<file path="src/rtl/dac_i2s_tx.sv">
// -----------------------------------------------------------------------------
// dac_i2s_tx
//
// Audio output stage between the APU mixer and the external serial DAC pins.
// The per-clock APU sample is averaged over one 256-clock LR frame (a 256:1
// boxcar decimator). The average is converted from offset-binary to two's
// complement and shifted out MSB-first, left-justified, on both channels.
// SYSCK, BCK and LRCLK all come from one free-running 8-bit divider, so every
// pin is phase-locked to the frame without extra synchronisation.
//
// Ports:
//   clk_i         system clock, all logic on the rising edge
//   rst_i         synchronous active-high reset
//   audio_i       unsigned APU mix sample, taken every clock
//   mute_i        mute request, applied only at frame boundaries
//   sysck_o       DAC system clock  (divider bit 0, clk/2)
//   bck_o         DAC bit clock     (divider bit 1, clk/4)
//   lrclk_o       word select       (divider bit 7, 0 = left, 1 = right)
//   data_o        registered serial data
//   mute_o        frame-aligned mute to the DAC pin
//   sample_o      current averaged sample, offset-binary (monitor use)
//   sample_stb_o  one-cycle pulse in the first cycle sample_o holds a new value
// -----------------------------------------------------------------------------
module dac_i2s_tx #(
  parameter int SAMPLE_W   = 16,
  parameter int INVERT_MSB = 1
) (
  input  logic                clk_i,
  input  logic                rst_i,
  input  logic [SAMPLE_W-1:0] audio_i,
  input  logic                mute_i,
  output logic                sysck_o,
  output logic                bck_o,
  output logic                lrclk_o,
  output logic                data_o,
  output logic                mute_o,
  output logic [SAMPLE_W-1:0] sample_o,
  output logic                sample_stb_o
);

  // Eight extra accumulator bits hold the sum of 256 full-scale samples
  // without overflow; dropping them again divides by 256.
  localparam int ACC_W = SAMPLE_W + 8;

  localparam logic [SAMPLE_W-1:0] MIDSCALE = {1'b1, {(SAMPLE_W-1){1'b0}}};
  localparam logic [SAMPLE_W-1:0] MSB_FLIP = (INVERT_MSB != 0) ? MIDSCALE : '0;

  // Divider / frame position
  logic [7:0]          cnt_q, cnt_d;
  // Boxcar accumulator and its result
  logic [ACC_W-1:0]    acc_q, acc_d;
  logic [SAMPLE_W-1:0] sampleBuf_q, sampleBuf_d;
  // Word being serialised during the current frame
  logic [SAMPLE_W-1:0] word_q, word_d;
  // Output registers
  logic                data_q, data_d;
  logic                stb_q, stb_d;
  logic                mute_q, mute_d;

  // Helper nets
  logic                frameEnd;
  logic [ACC_W-1:0]    accSum;
  logic [SAMPLE_W-1:0] frameAvg;
  logic [4:0]          slot;

  // The last clock of the frame is where the average closes, the next word
  // is latched and the mute request is sampled, all in the same edge.
  assign frameEnd = (cnt_q == 8'hFF);

  // The sample presented in the closing cycle still belongs to this frame,
  // so the average is taken from acc + audio_i rather than from acc alone.
  assign accSum   = acc_q + ACC_W'(audio_i);
  assign frameAvg = accSum[ACC_W-1:8];

  // Each channel half is 128 clocks = 32 BCK periods; bits [6:2] of the
  // divider give the BCK slot inside the current channel.
  assign slot = cnt_q[6:2];

  // ---------------------------------------------------------------------------
  // Divider: free-running, wraps naturally from FF to 00.
  // ---------------------------------------------------------------------------
  always_comb begin
    cnt_d = cnt_q + 8'd1;
  end

  // ---------------------------------------------------------------------------
  // Accumulator, frame buffer, frame word and mute sampling.
  // ---------------------------------------------------------------------------
  always_comb begin
    acc_d       = accSum;
    sampleBuf_d = sampleBuf_q;
    word_d      = word_q;
    mute_d      = mute_q;
    if (frameEnd) begin
      acc_d       = '0;
      sampleBuf_d = frameAvg;
      word_d      = frameAvg ^ MSB_FLIP;
      mute_d      = mute_i;
    end
  end

  // ---------------------------------------------------------------------------
  // Serial data: slots 0..15 carry the word MSB first, slots 16..31 are zero.
  // ~slot[3:0] equals 15 - slot for the active slots. Because data_o is
  // registered, the bit chosen in slot N appears one clock after the slot
  // starts, i.e. while cnt[1:0] = 01, and holds through the BCK rising edge.
  // Slot 31 always yields zero, so a word or mute change at the frame edge
  // can never corrupt a bit already on the pin.
  // ---------------------------------------------------------------------------
  always_comb begin
    data_d = 1'b0;
    if (!mute_q && !slot[4]) begin
      data_d = word_q[~slot[3:0]];
    end
  end

  // ---------------------------------------------------------------------------
  // Strobe: high in the cycle right after the frame closes, which is the
  // first cycle sampleBuf_q holds the new average.
  // ---------------------------------------------------------------------------
  always_comb begin
    stb_d = frameEnd;
  end

  // ---------------------------------------------------------------------------
  // State registers. Reset parks the output at silence: midscale sample,
  // zero word, muted, and the divider at the start of a left channel.
  // ---------------------------------------------------------------------------
  always_ff @(posedge clk_i) begin
    if (rst_i) begin
      cnt_q       <= 8'h00;
      acc_q       <= '0;
      sampleBuf_q <= MIDSCALE;
      word_q      <= '0;
      data_q      <= 1'b0;
      stb_q       <= 1'b0;
      mute_q      <= 1'b1;
    end else begin
      cnt_q       <= cnt_d;
      acc_q       <= acc_d;
      sampleBuf_q <= sampleBuf_d;
      word_q      <= word_d;
      data_q      <= data_d;
      stb_q       <= stb_d;
      mute_q      <= mute_d;
    end
  end

  // ---------------------------------------------------------------------------
  // Pin drivers: clocks straight from the divider, everything else from
  // registers so the DAC pins are glitch-free.
  // ---------------------------------------------------------------------------
  assign sysck_o      = cnt_q[0];
  assign bck_o        = cnt_q[1];
  assign lrclk_o      = cnt_q[7];
  assign data_o       = data_q;
  assign mute_o       = mute_q;
  assign sample_o     = sampleBuf_q;
  assign sample_stb_o = stb_q;

endmodule

</file>
<file path="config.mk">
export PLATFORM = sky130hd
export DESIGN_NAME = dac_i2s_tx
export DESIGN_NICKNAME = d
export VERILOG_FILES = /design/src/rtl/dac_i2s_tx.sv
export SDC_FILE = /design/constraint.sdc
export NUM_CORES = 1
export LEC_CHECK = 0
export CORE_MARGIN = 2
export CORE_UTILIZATION = 50
export DETAILED_ROUTE_END_ITERATION = 6
export PLACE_DENSITY_LB_ADDON = 0.1
export SYNTH_ARGS = -nofsm -noshare
export SYNTH_HDL_FRONTEND = slang
export SYNTH_SLANG_ARGS = --single-unit
</file>
<file path="constraint.sdc">
create_clock -name clk_i -period 8.1 [get_ports clk_i]
set_input_delay 2.025 -clock clk_i [delete_from_list [all_inputs] [get_ports clk_i]]
set_output_delay 2.025 -clock clk_i [all_outputs]
set_load 0.1 [all_outputs]
</file>
=== Word level (Yosys, flattened, before mapping) ===
Cells that the tools add are included.

* Output and inout bits: 22
* Input port bits: 19
* Word-level logic and storage cells: 21
* Flip-flop bits (word level): 67

* Reductions and logical operators: 5
* Bitwise logic cells: 3
* Order comparisons: 1
* Add/sub/neg operators: 2
* Equal/unequal tests: 1
* Multiplexer cells: 2

{| class="wikitable"
|+ Operators with widths
! cell !! count
|-
| adder 24 x 16 -> 24 bit || 1
|-
| adder 8 x 1 -> 8 bit (second input constant) || 1
|-
| equality test 8 bit (second input constant) || 1
|-
| < comparator 4 x 5 -> 1 bit (second input constant) || 1
|-
| binary-select mux 1 bit (select 4 bit) || 1
|-
| NOT 4 bit || 1
|-
| OR reduction 2 bit || 2
|-
| zero test 1 bit || 2
|-
| NOT 1 bit || 2
|-
| logical AND 1 bit || 1
|-
| 2-to-1 mux 1 bit || 1
|}

=== Logic depth before layout (Yosys ltp) ===
Gate-level depths: netlist (run 1).

* Depth in word-level cells: 4
* Mapped depth: 8
* Depth with buffers taken out: 8

=== Worst setup path after synthesis (run 1) ===
OpenSTA, ideal clock, no wires.

* Path type: input -> register
* From: input audio_i[0]
* To: register acc_q[12]
* Data required time: 7.974 ns
* Slack: 4.053 ns
* Arrival time: 3.921 ns
* Stages: 8
* Setup time: 0.126 ns
* Path buffers: 0
* Cells stage by stage: ha_1 > fa_1 > a21oi_1 > o211ai_1 > a211o_1 > a221oi_1 > xor2_1 > nor2_1

* Cells in the longest elaborated chain, start to end: 1

{| class="wikitable"
|+ RTL lines
! element !! line !! RTL
|-
| start, declared || 30 || <nowiki>input logic [SAMPLE_W-1:0] audio_i,</nowiki>
|-
| adder 24 x 16 -> 24 bit || 72 || <nowiki>assign accSum = acc_q + ACC_W'(audio_i);</nowiki>
|-
| end signal, assigned || 132 || <nowiki>acc_q <= '0;</nowiki>
|-
| end signal, assigned || 140 || <nowiki>acc_q <= acc_d;</nowiki>
|-
| end, declared || 51 || <nowiki>logic [ACC_W-1:0] acc_q, acc_d;</nowiki>
|}

Every way passes these cells.
A chain may end at the register's enable or synchronous reset.

=== Worst setup path in the final report (run 1) ===
Ends and elaborated chain as after synthesis.

==> results of run 1 <==
==> worst reg2reg max path: cells and delay by family (launching register included) <==
| family | cells | cell delay [ns] |
|---|---|---|
| AOI/OAI and AO/OA | 4 | 1.29 |
| adders and majority gates | 2 | 0.62 |
| DFF | 1 | 0.31 |
| xor gates and xnor gates | 1 | 0.18 |
| and+or+nand+nor | 1 | 0.06 |
==> power by group through the flow <==
stage | Sequential [uW] | Clock, uW | Combinational [uW]
2_1_floorplan | 316 | 0 | 309
3_3_place_gp | 313 | 0 | 382
3_5_place_dp | 314 | 0 | 382
4_1_cts | 308 | 160 | 384
5_1_grt | 312 | 171 | 431
6_report | 308 | 154 | 385
==> final timing paths <==
| check | from | end | slack (ns) | cells after the start |
|---|---|---|---|---|
| max | audio_i[0] | acc_q[12]$_SDFF_PP0_ | 3.65 | 9 |
| min | mute_o$_SDFFE_PP1P_ | data_o$_SDFF_PP0_ | 0.46 | 1 |
| max reg2reg | acc_q[0]$_SDFF_PP0_ | acc_q[12]$_SDFF_PP0_ | 5.51 | 8 |
| min reg2reg | mute_o$_SDFFE_PP1P_ | data_o$_SDFF_PP0_ | 0.46 | 1 |
==> metal layers <==
metal / wire (um) / track usage (%)
met1: 2700 / 25.7
met2: 2890 / 33.7
met4: 87 / 5.93
met5: 0 / 0
met3: 229 / 3.73
==> synthesized netlist by cell type (all sizes together) (8+ instances only) <==
| cell | number |
|---|---|
| dfxtp | 52 |
| and3 | 8 |
| nand3 | 13 |
| clkbuf | 13 |
| xor2 | 14 |
| xnor2 | 9 |
| a211oi | 8 |
| nor2 | 40 |
| ha | 17 |
| nand2 | 19 |
| a21oi | 16 |
| buf | 17 |
| o21ai | 15 |
==> logic make-up (layout without fill, tap and decap cells) <==
kind of cell	count (synthesis)	after routing
AO/OA/AOI/OAI	73	73
XOR/XNOR	23	23
multiplexers	7	7
flip-flops	52	52
buffers and inverters	35	53
AND/OR/NAND/NOR	106	106
adder cells (fa/ha/maj)	18	18
==> cell usage in the layout, fill, tap and decap left out, types with 2 or more instances in the layout <==
| cell | Yosys | final |
|---|---|---|
| sky130_fd_sc_hd__a211oi_1 | 8 | 8 |
| sky130_fd_sc_hd__a21o_1 | 6 | 6 |
| sky130_fd_sc_hd__a21oi_1 | 16 | 16 |
| sky130_fd_sc_hd__a311oi_1 | 2 | 2 |
| sky130_fd_sc_hd__a31o_2 | 2 | 2 |
| sky130_fd_sc_hd__a31oi_1 | 5 | 5 |
| sky130_fd_sc_hd__and2_1 | 5 | 5 |
| sky130_fd_sc_hd__and3_1 | 5 | 5 |
| sky130_fd_sc_hd__and3_2 | 2 | 2 |
| sky130_fd_sc_hd__and4_1 | 2 | 2 |
| sky130_fd_sc_hd__clkbuf_8 | 5 | 6 |
| sky130_fd_sc_hd__clkdlybuf4s50_1 | 0 | 40 |
| sky130_fd_sc_hd__dfxtp_1 | 52 | 52 |
| sky130_fd_sc_hd__ha_1 | 17 | 17 |
| sky130_fd_sc_hd__inv_1 | 5 | 5 |
| sky130_fd_sc_hd__mux4_2 | 5 | 5 |
| sky130_fd_sc_hd__nand2_1 | 19 | 19 |
| sky130_fd_sc_hd__nand2b_1 | 2 | 2 |
| sky130_fd_sc_hd__nand3_1 | 13 | 13 |
| sky130_fd_sc_hd__nand4_1 | 3 | 3 |
| sky130_fd_sc_hd__nor2_1 | 39 | 39 |
| sky130_fd_sc_hd__nor3_1 | 4 | 4 |
| sky130_fd_sc_hd__o211ai_1 | 6 | 6 |
| sky130_fd_sc_hd__o21a_1 | 3 | 3 |
| sky130_fd_sc_hd__o21ai_0 | 13 | 13 |
| sky130_fd_sc_hd__o21bai_1 | 2 | 2 |
| sky130_fd_sc_hd__or3_1 | 3 | 3 |
| sky130_fd_sc_hd__or4_1 | 2 | 2 |
| sky130_fd_sc_hd__xnor2_1 | 9 | 9 |
| sky130_fd_sc_hd__xor2_1 | 14 | 14 |
==> metrics by stage <==
stage	hold slack [ns]	area, sq um	setup WS, ns	utilization (%)	instances
finish	0.456	3230	3.65	58.3	404
floorplan	0.443	2880	4.05	-	314
CTS	0.464	3230	3.64	58.3	404
detailed placement	0.450	3140	3.33	56.6	396
global placement	0.444	3140	3.43	56.6	396
global route	0.481	3230	3.50	58.3	404
==> state kept, by name, indices dropped and copies added (netlist names) <==
| signal | cells |
|---|---|
| acc_q | 24 |
| cnt_q | 8 |
| sample_stb_o | 1 |
| sample_o | 16 |
| word_q | 1 |
| data_o | 1 |
| mute_o | 1 |
==> final cells by class <==
class / count / area share, %
tap: 72 / 2.79
multi-input combinational: 227 / 49.1
sequential: 52 / 32.2
inverter: 5 / 0.581
clock inverter: 1 / 0.232
timing repair buffer: 40 / 12.4
clock buffer: 7 / 2.67
==> run_summary.xml, run 1 <==
<?xml version="1.0" encoding="UTF-8"?>
<metrics>
  <group name="clock_network">
    <metric name="clock_tree_from_tritoncts" unit="">yes</metric>
    <metric name="cts_sinks" unit="">52</metric>
    <metric name="clk_root_buffer_cell" unit="">sky130_fd_sc_hd__clkbuf_8</metric>
    <metric name="post_cts_buffers" unit="">0</metric>
    <metric name="holdBufCountCts" unit="">0</metric>
    <metric name="htree_levels" unit="">2</metric>
    <metric name="cts_inserted_buffers" unit="">5</metric>
    <metric name="clk-insertion-delay-late" unit="ns">0.30</metric>
    <metric name="cts.reportedPaths.clkPinSlew" unit="ns">0.09</metric>
    <metric name="number_of_gates_resized_after_cts" unit="">0</metric>
    <metric name="ctsLongestPathBuffers" unit="">2</metric>
  </group>
  <group name="timing">
    <metric name="hold_violations" unit="">0</metric>
    <metric name="final-setup-viol-count" unit="">0</metric>
    <metric name="maxClockFrequency" unit="MHz">225</metric>
    <metric name="rsz0062_at_grt" unit="">no</metric>
    <metric name="final_period_minus_worst_setup_slack" unit="ns">4.45</metric>
    <metric name="totalNegativeSetupSlack" unit="ns">0</metric>
    <metric name="tightest_slew_margin_relative_to_the_limit" unit="%">33.0</metric>
    <metric name="clock_skew" unit="ns">0.00625</metric>
    <metric name="tightest_slew" unit="ns">1.00</metric>
    <metric name="final.period_utilization" unit="%">55.0</metric>
    <metric name="timing.final.max_slew_violations" unit="">0</metric>
  </group>
  <group name="synthesis">
    <metric name="compound_gate_portion_of_the_synthesized_area" unit="%">17.1</metric>
    <metric name="syn_avg_cell_area" unit="sq um">9.16</metric>
    <metric name="synth.ff_latch_count" unit="">52</metric>
    <metric name="postSynth.asyncResetShare" unit="%">0</metric>
    <metric name="yosysUniqueCellTypes" unit="">54</metric>
    <metric name="dominantRegCellSynth" unit="">sky130_fd_sc_hd__dfxtp_1</metric>
    <metric name="synthesis.yosys.warnings" unit="">0</metric>
    <metric name="synth-edff-count" unit="">0</metric>
    <metric name="synth.yosys.seq_area_share" unit="%">36.2</metric>
    <metric name="synthXorXnorAreaFrac" unit="%">7.01</metric>
    <metric name="synth_simple_gate_area_share" unit="%">18.3</metric>
    <metric name="dominant_combinational_cell_family_by_area_after_synthesis" unit="">simple AND/OR/NAND/NOR gates</metric>
    <metric name="synth_adder_area_share" unit="%">8.09</metric>
    <metric name="synth.top_cell.area_share" unit="%">36.2</metric>
    <metric name="post_synth_inst_count" unit="">314</metric>
    <metric name="top_area_cells_in_the_synthesized_netlist" unit="">sky130_fd_sc_hd__dfxtp_1 (36%), sky130_fd_sc_hd__ha_1 (7.4%), sky130_fd_sc_hd__nor2_1 (5.1%)</metric>
    <metric name="post-synth-top-area-cell" unit="">sky130_fd_sc_hd__dfxtp_1</metric>
    <metric name="mappedNetlistNets" unit="">351</metric>
    <metric name="syn_area" unit="sq um">2880</metric>
    <metric name="synthMuxAreaShare" unit="%">4.66</metric>
  </group>
  <group name="die">
    <metric name="num_io_pins" unit="">41</metric>
    <metric name="die-width" unit="um">79.8</metric>
    <metric name="initial_core_util" unit="%">51.9</metric>
    <metric name="design.die.area" unit="sq um">6370</metric>
    <metric name="core_region_area" unit="sq um">5540</metric>
    <metric name="row_count" unit="">27</metric>
    <metric name="die_height" unit="um">79.8</metric>
  </group>
  <group name="power_and_ir_drop">
    <metric name="worst_ir_drop_vdd" unit="mV">0.159</metric>
    <metric name="cellLeakagePower" unit="uW">0.00124</metric>
    <metric name="internal_power" unit="uW">517</metric>
    <metric name="netSwitchingFraction" unit="%">39.0</metric>
    <metric name="design_power_total" unit="uW">847</metric>
    <metric name="power_frac_comb" unit="%">45.4</metric>
    <metric name="clock_group_share_of_total_power" unit="%">18.2</metric>
    <metric name="p_switching" unit="uW">330</metric>
    <metric name="share_seq_of_total_power" unit="%">36.3</metric>
    <metric name="power_density" unit="nW/um^2">262</metric>
  </group>
  <group name="outcome">
    <metric name="outcome" unit="">completed</metric>
  </group>
  <group name="global_route">
    <metric name="grt_antenna_before_repair" unit="">0</metric>
    <metric name="global_route.usage.total" unit="%">19.9</metric>
    <metric name="grt_pass1_wl" unit="um">9940</metric>
    <metric name="overflow" unit="">0</metric>
    <metric name="maximum_number_of_pins_on_one_net_before_global_route_repair" unit="">28</metric>
    <metric name="via_count_of_the_first_global_routing_pass" unit="">2109</metric>
  </group>
  <group name="place">
    <metric name="place.gp.congestion" unit="">0.836</metric>
    <metric name="placement.io_buffers" unit="">40</metric>
    <metric name="dp_hpwl" unit="um">4400</metric>
  </group>
  <group name="routing">
    <metric name="detail_route.wirelength" unit="um">5900</metric>
    <metric name="vias" unit="">2271</metric>
    <metric name="postRouteAntennaNets" unit="">0</metric>
    <metric name="post-route-drc-count" unit="">0</metric>
    <metric name="vias_per_cell" unit="">5.62</metric>
    <metric name="detail_route.wl_per_cell" unit="um">14.6</metric>
    <metric name="drt_iter0_markers" unit="">89</metric>
    <metric name="detailedRoute.firstPassIterationCount" unit="">4</metric>
  </group>
  <group name="worst_setup_path">
    <metric name="crit_path_top_delay_cell" unit="">sky130_fd_sc_hd__a221oi_1</metric>
    <metric name="worst_endpoint_data_arrival_time" unit="ns">4.62</metric>
    <metric name="end_kind" unit="">flip-flop</metric>
    <metric name="required" unit="ns">8.27</metric>
    <metric name="worst_path_dominant_cell_family" unit="">compound AO/OA/AOI/OAI gates</metric>
    <metric name="crit_fanout" unit="">5</metric>
    <metric name="worstPathCellList" unit="">clkdlybuf4s50_1 &gt; ha_1 &gt; fa_1 &gt; a21oi_1 &gt; o211ai_1 &gt; a211o_1 &gt; a221oi_1 &gt; xor2_1 &gt; nor2_1</metric>
    <metric name="setup.worst_path.class" unit="">in2reg</metric>
    <metric name="number_of_buffers_and_inverters_on_the_critical_path" unit="">1</metric>
    <metric name="largest_incremental_delay_on_the_critical_path" unit="ns">0.44</metric>
    <metric name="critical_path.startpoint_type" unit="">primary input</metric>
  </group>
  <group name="layout">
    <metric name="area_growth_syn_to_layout" unit="%">12.4</metric>
    <metric name="insertedDiodeCount" unit="">0</metric>
    <metric name="multi_input_comb_area" unit="sq um">1590</metric>
    <metric name="final_layout_net_count" unit="">368</metric>
    <metric name="post_route_cells_drive_above_1_share" unit="%">7.23</metric>
    <metric name="seq_area" unit="sq um">1040</metric>
    <metric name="nFillCells" unit="">518</metric>
  </group>
  <group name="min_path">
    <metric name="worst_hold_path_type" unit="">reg2reg</metric>
  </group>
  <group name="job">
    <metric name="cap_viol_max_count" unit="">0</metric>
  </group>
</metrics>
(Power assumes the default switching activity.)
==> inputs of run 2 (changes only) <==
- clock period: 8.1 -> 4.2 ns (I/O delays scaled with it)
==> run 2 against run 1 <==
Compared with the run above: flip-flop and latch count unchanged; critical path depth unchanged; register-to-register slack worse by 3.9 ns; die area unchanged; setup slack worse by 2.9 ns; first-iteration DRC count up 13%; non-clock buffer count up 1; global-route usage up 0.21 points; clock-buffer cell count unchanged; sequential share of layout area down 0.075 points; sequential power up 93%; via count up 0.22%.
==> run_summary.xml, run 2 (synthesis gave the netlist of run 1 again) <==
<?xml version="1.0" encoding="UTF-8"?>
<metrics>
  <group name="clock_network">
    <metric name="cts_inserted_buffers" unit="">5</metric>
    <metric name="clock_tree_from_tritoncts" unit="">yes</metric>
    <metric name="post_cts_buffers" unit="">0</metric>
    <metric name="holdBufCountCts" unit="">0</metric>
    <metric name="cts_sinks" unit="">52</metric>
    <metric name="number_of_gates_resized_after_cts" unit="">0</metric>
    <metric name="cts.reportedPaths.clkPinSlew" unit="ns">0.09</metric>
    <metric name="htree_levels" unit="">2</metric>
    <metric name="clk_root_buffer_cell" unit="">sky130_fd_sc_hd__clkbuf_8</metric>
    <metric name="clk-insertion-delay-late" unit="ns">0.30</metric>
    <metric name="ctsLongestPathBuffers" unit="">2</metric>
  </group>
  <group name="routing">
    <metric name="vias" unit="">2276</metric>
    <metric name="drt_iter0_markers" unit="">101</metric>
    <metric name="postRouteAntennaNets" unit="">0</metric>
    <metric name="detailedRoute.firstPassIterationCount" unit="">4</metric>
    <metric name="detail_route.wl_per_cell" unit="um">14.9</metric>
    <metric name="vias_per_cell" unit="">5.62</metric>
    <metric name="post-route-drc-count" unit="">0</metric>
    <metric name="detail_route.wirelength" unit="um">6020</metric>
  </group>
  <group name="layout">
    <metric name="top_library_cells_by_usage_in_the_layout_fill_and_taps_aside" unit="">sky130_fd_sc_hd__dfxtp_1 (52), sky130_fd_sc_hd__clkdlybuf4s50_1 (40), sky130_fd_sc_hd__nor2_1 (39), sky130_fd_sc_hd__nand2_1 (19), sky130_fd_sc_hd__ha_1 (17)</metric>
    <metric name="final_layout_net_count" unit="">369</metric>
    <metric name="post_route_cells_drive_above_1_share" unit="%">7.51</metric>
    <metric name="mostFrequentLayoutCell" unit="">sky130_fd_sc_hd__dfxtp_1</metric>
    <metric name="flip_flop_count_of_the_largest_register_all_copies_and_words_added" unit="">24</metric>
    <metric name="registers.top_by_ff_count" unit="">acc_q</metric>
    <metric name="insertedDiodeCount" unit="">0</metric>
    <metric name="area_growth_syn_to_layout" unit="%">12.6</metric>
  </group>
  <group name="die">
    <metric name="die-width" unit="um">79.8</metric>
    <metric name="die_height" unit="um">79.8</metric>
    <metric name="design.die.area" unit="sq um">6370</metric>
    <metric name="row_count" unit="">27</metric>
    <metric name="num_io_pins" unit="">41</metric>
    <metric name="initial_core_util" unit="%">51.9</metric>
    <metric name="core_region_area" unit="sq um">5540</metric>
  </group>
  <group name="worst_setup_path">
    <metric name="worst_endpoint_data_arrival_time" unit="ns">3.63</metric>
    <metric name="end_kind" unit="">flip-flop</metric>
    <metric name="required" unit="ns">4.37</metric>
    <metric name="critical_path.startpoint_type" unit="">primary input</metric>
    <metric name="crit_fanout" unit="">5</metric>
    <metric name="setup.worst_path.class" unit="">in2reg</metric>
  </group>
  <group name="global_route">
    <metric name="via_count_of_the_first_global_routing_pass" unit="">2141</metric>
    <metric name="overflow" unit="">0</metric>
    <metric name="global_route.usage.total" unit="%">20.1</metric>
    <metric name="grt_antenna_before_repair" unit="">0</metric>
    <metric name="maximum_number_of_pins_on_one_net_before_global_route_repair" unit="">28</metric>
    <metric name="grt_pass1_wl" unit="um">10100</metric>
  </group>
  <group name="place">
    <metric name="dp_hpwl" unit="um">4420</metric>
    <metric name="post-place-ws" unit="ns">0.458</metric>
    <metric name="place.gp.congestion" unit="">0.834</metric>
    <metric name="placement.io_buffers" unit="">40</metric>
  </group>
  <group name="timing">
    <metric name="final_period_minus_worst_setup_slack" unit="ns">3.46</metric>
    <metric name="setup_ws_post_layout" unit="ns">0.738</metric>
    <metric name="clock_skew" unit="ns">0.00555</metric>
    <metric name="totalNegativeSetupSlack" unit="ns">0</metric>
    <metric name="rsz0062_at_grt" unit="">no</metric>
    <metric name="hold_violations" unit="">0</metric>
    <metric name="final-setup-viol-count" unit="">0</metric>
    <metric name="tightest_slew" unit="ns">0.976</metric>
    <metric name="timing.final.max_slew_violations" unit="">0</metric>
    <metric name="tightest_slew_margin_relative_to_the_limit" unit="%">34.7</metric>
    <metric name="maxClockFrequency" unit="MHz">289</metric>
    <metric name="final.period_utilization" unit="%">82.4</metric>
    <metric name="fin_worst_hold_slack" unit="ns">0.461</metric>
  </group>
  <group name="min_path">
    <metric name="worst_hold_path_type" unit="">reg2reg</metric>
  </group>
  <group name="job">
    <metric name="cap_viol_max_count" unit="">0</metric>
  </group>
  <group name="power_and_ir_drop">
    <metric name="worst_ir_drop_vdd" unit="mV">0.280</metric>
    <metric name="cellLeakagePower" unit="uW">0.00125</metric>
    <metric name="power_density" unit="nW/um^2">505</metric>
  </group>
  <group name="outcome">
    <metric name="outcome" unit="">completed</metric>
  </group>
</metrics>
[run 2: power by group]
group          total (uW)  internal (uW)  switching (uW)
registers             594            565            29.1
clock network         296            134             162
logic                 747            298             449
total                1640            997             639
[run 2: worst paths after layout]
check	start	endpoint	slack, ns	cells past startpoint
max	audio_i[0]	acc_q[12]$_SDFF_PP0_	0.74	9
min	mute_o$_SDFFE_PP1P_	data_o$_SDFF_PP0_	0.46	1
max reg2reg	acc_q[0]$_SDFF_PP0_	acc_q[12]$_SDFF_PP0_	1.61	8
min reg2reg	mute_o$_SDFFE_PP1P_	data_o$_SDFF_PP0_	0.46	1
[run 2: routing by layer]
layer / global-route usage, % / wire length, um / part of all wire, %
met4: 4.58 / 40 / 0.66
met1: 25.9 / 2790 / 46
met5: 0 / 0 / 0
met2: 35.4 / 2960 / 49
met3: 3.05 / 234 / 3.9
[run 2: worst max-delay path, cell delays in order]
cell,delay [ns]
sky130_fd_sc_hd__clkdlybuf4s50_1,0.40
sky130_fd_sc_hd__ha_1,0.24
sky130_fd_sc_hd__fa_1,0.42
sky130_fd_sc_hd__a21oi_1,0.24
sky130_fd_sc_hd__o211ai_1,0.25
sky130_fd_sc_hd__a211o_1,0.36
sky130_fd_sc_hd__a221oi_1,0.44
sky130_fd_sc_hd__xor2_1,0.18
sky130_fd_sc_hd__nor2_1,0.06
[run 2: final cells by class]
class,instances,area (sq um)
flip-flops and latches,52,1040
clock inverters,1,7.51
well taps,72,90.1
repair buffers,41,408
inverters,5,18.8
fillers,534,2300
multi-input cells,227,1590
clock buffers,7,86.3
[run 2: stage by stage]
step | area (sq um) | std cells | power [uW] | utilization, %
2_1_floorplan | 2880 | 314 | 1200 | -
3_3_place_gp | 3140 | 397 | 1340 | 56.8
3_5_place_dp | 3140 | 397 | 1340 | 56.8
4_1_cts | 3240 | 405 | 1640 | 58.4
5_1_grt | 3240 | 405 | 1750 | 58.4
6_report | 3240 | 405 | 1640 | 58.4
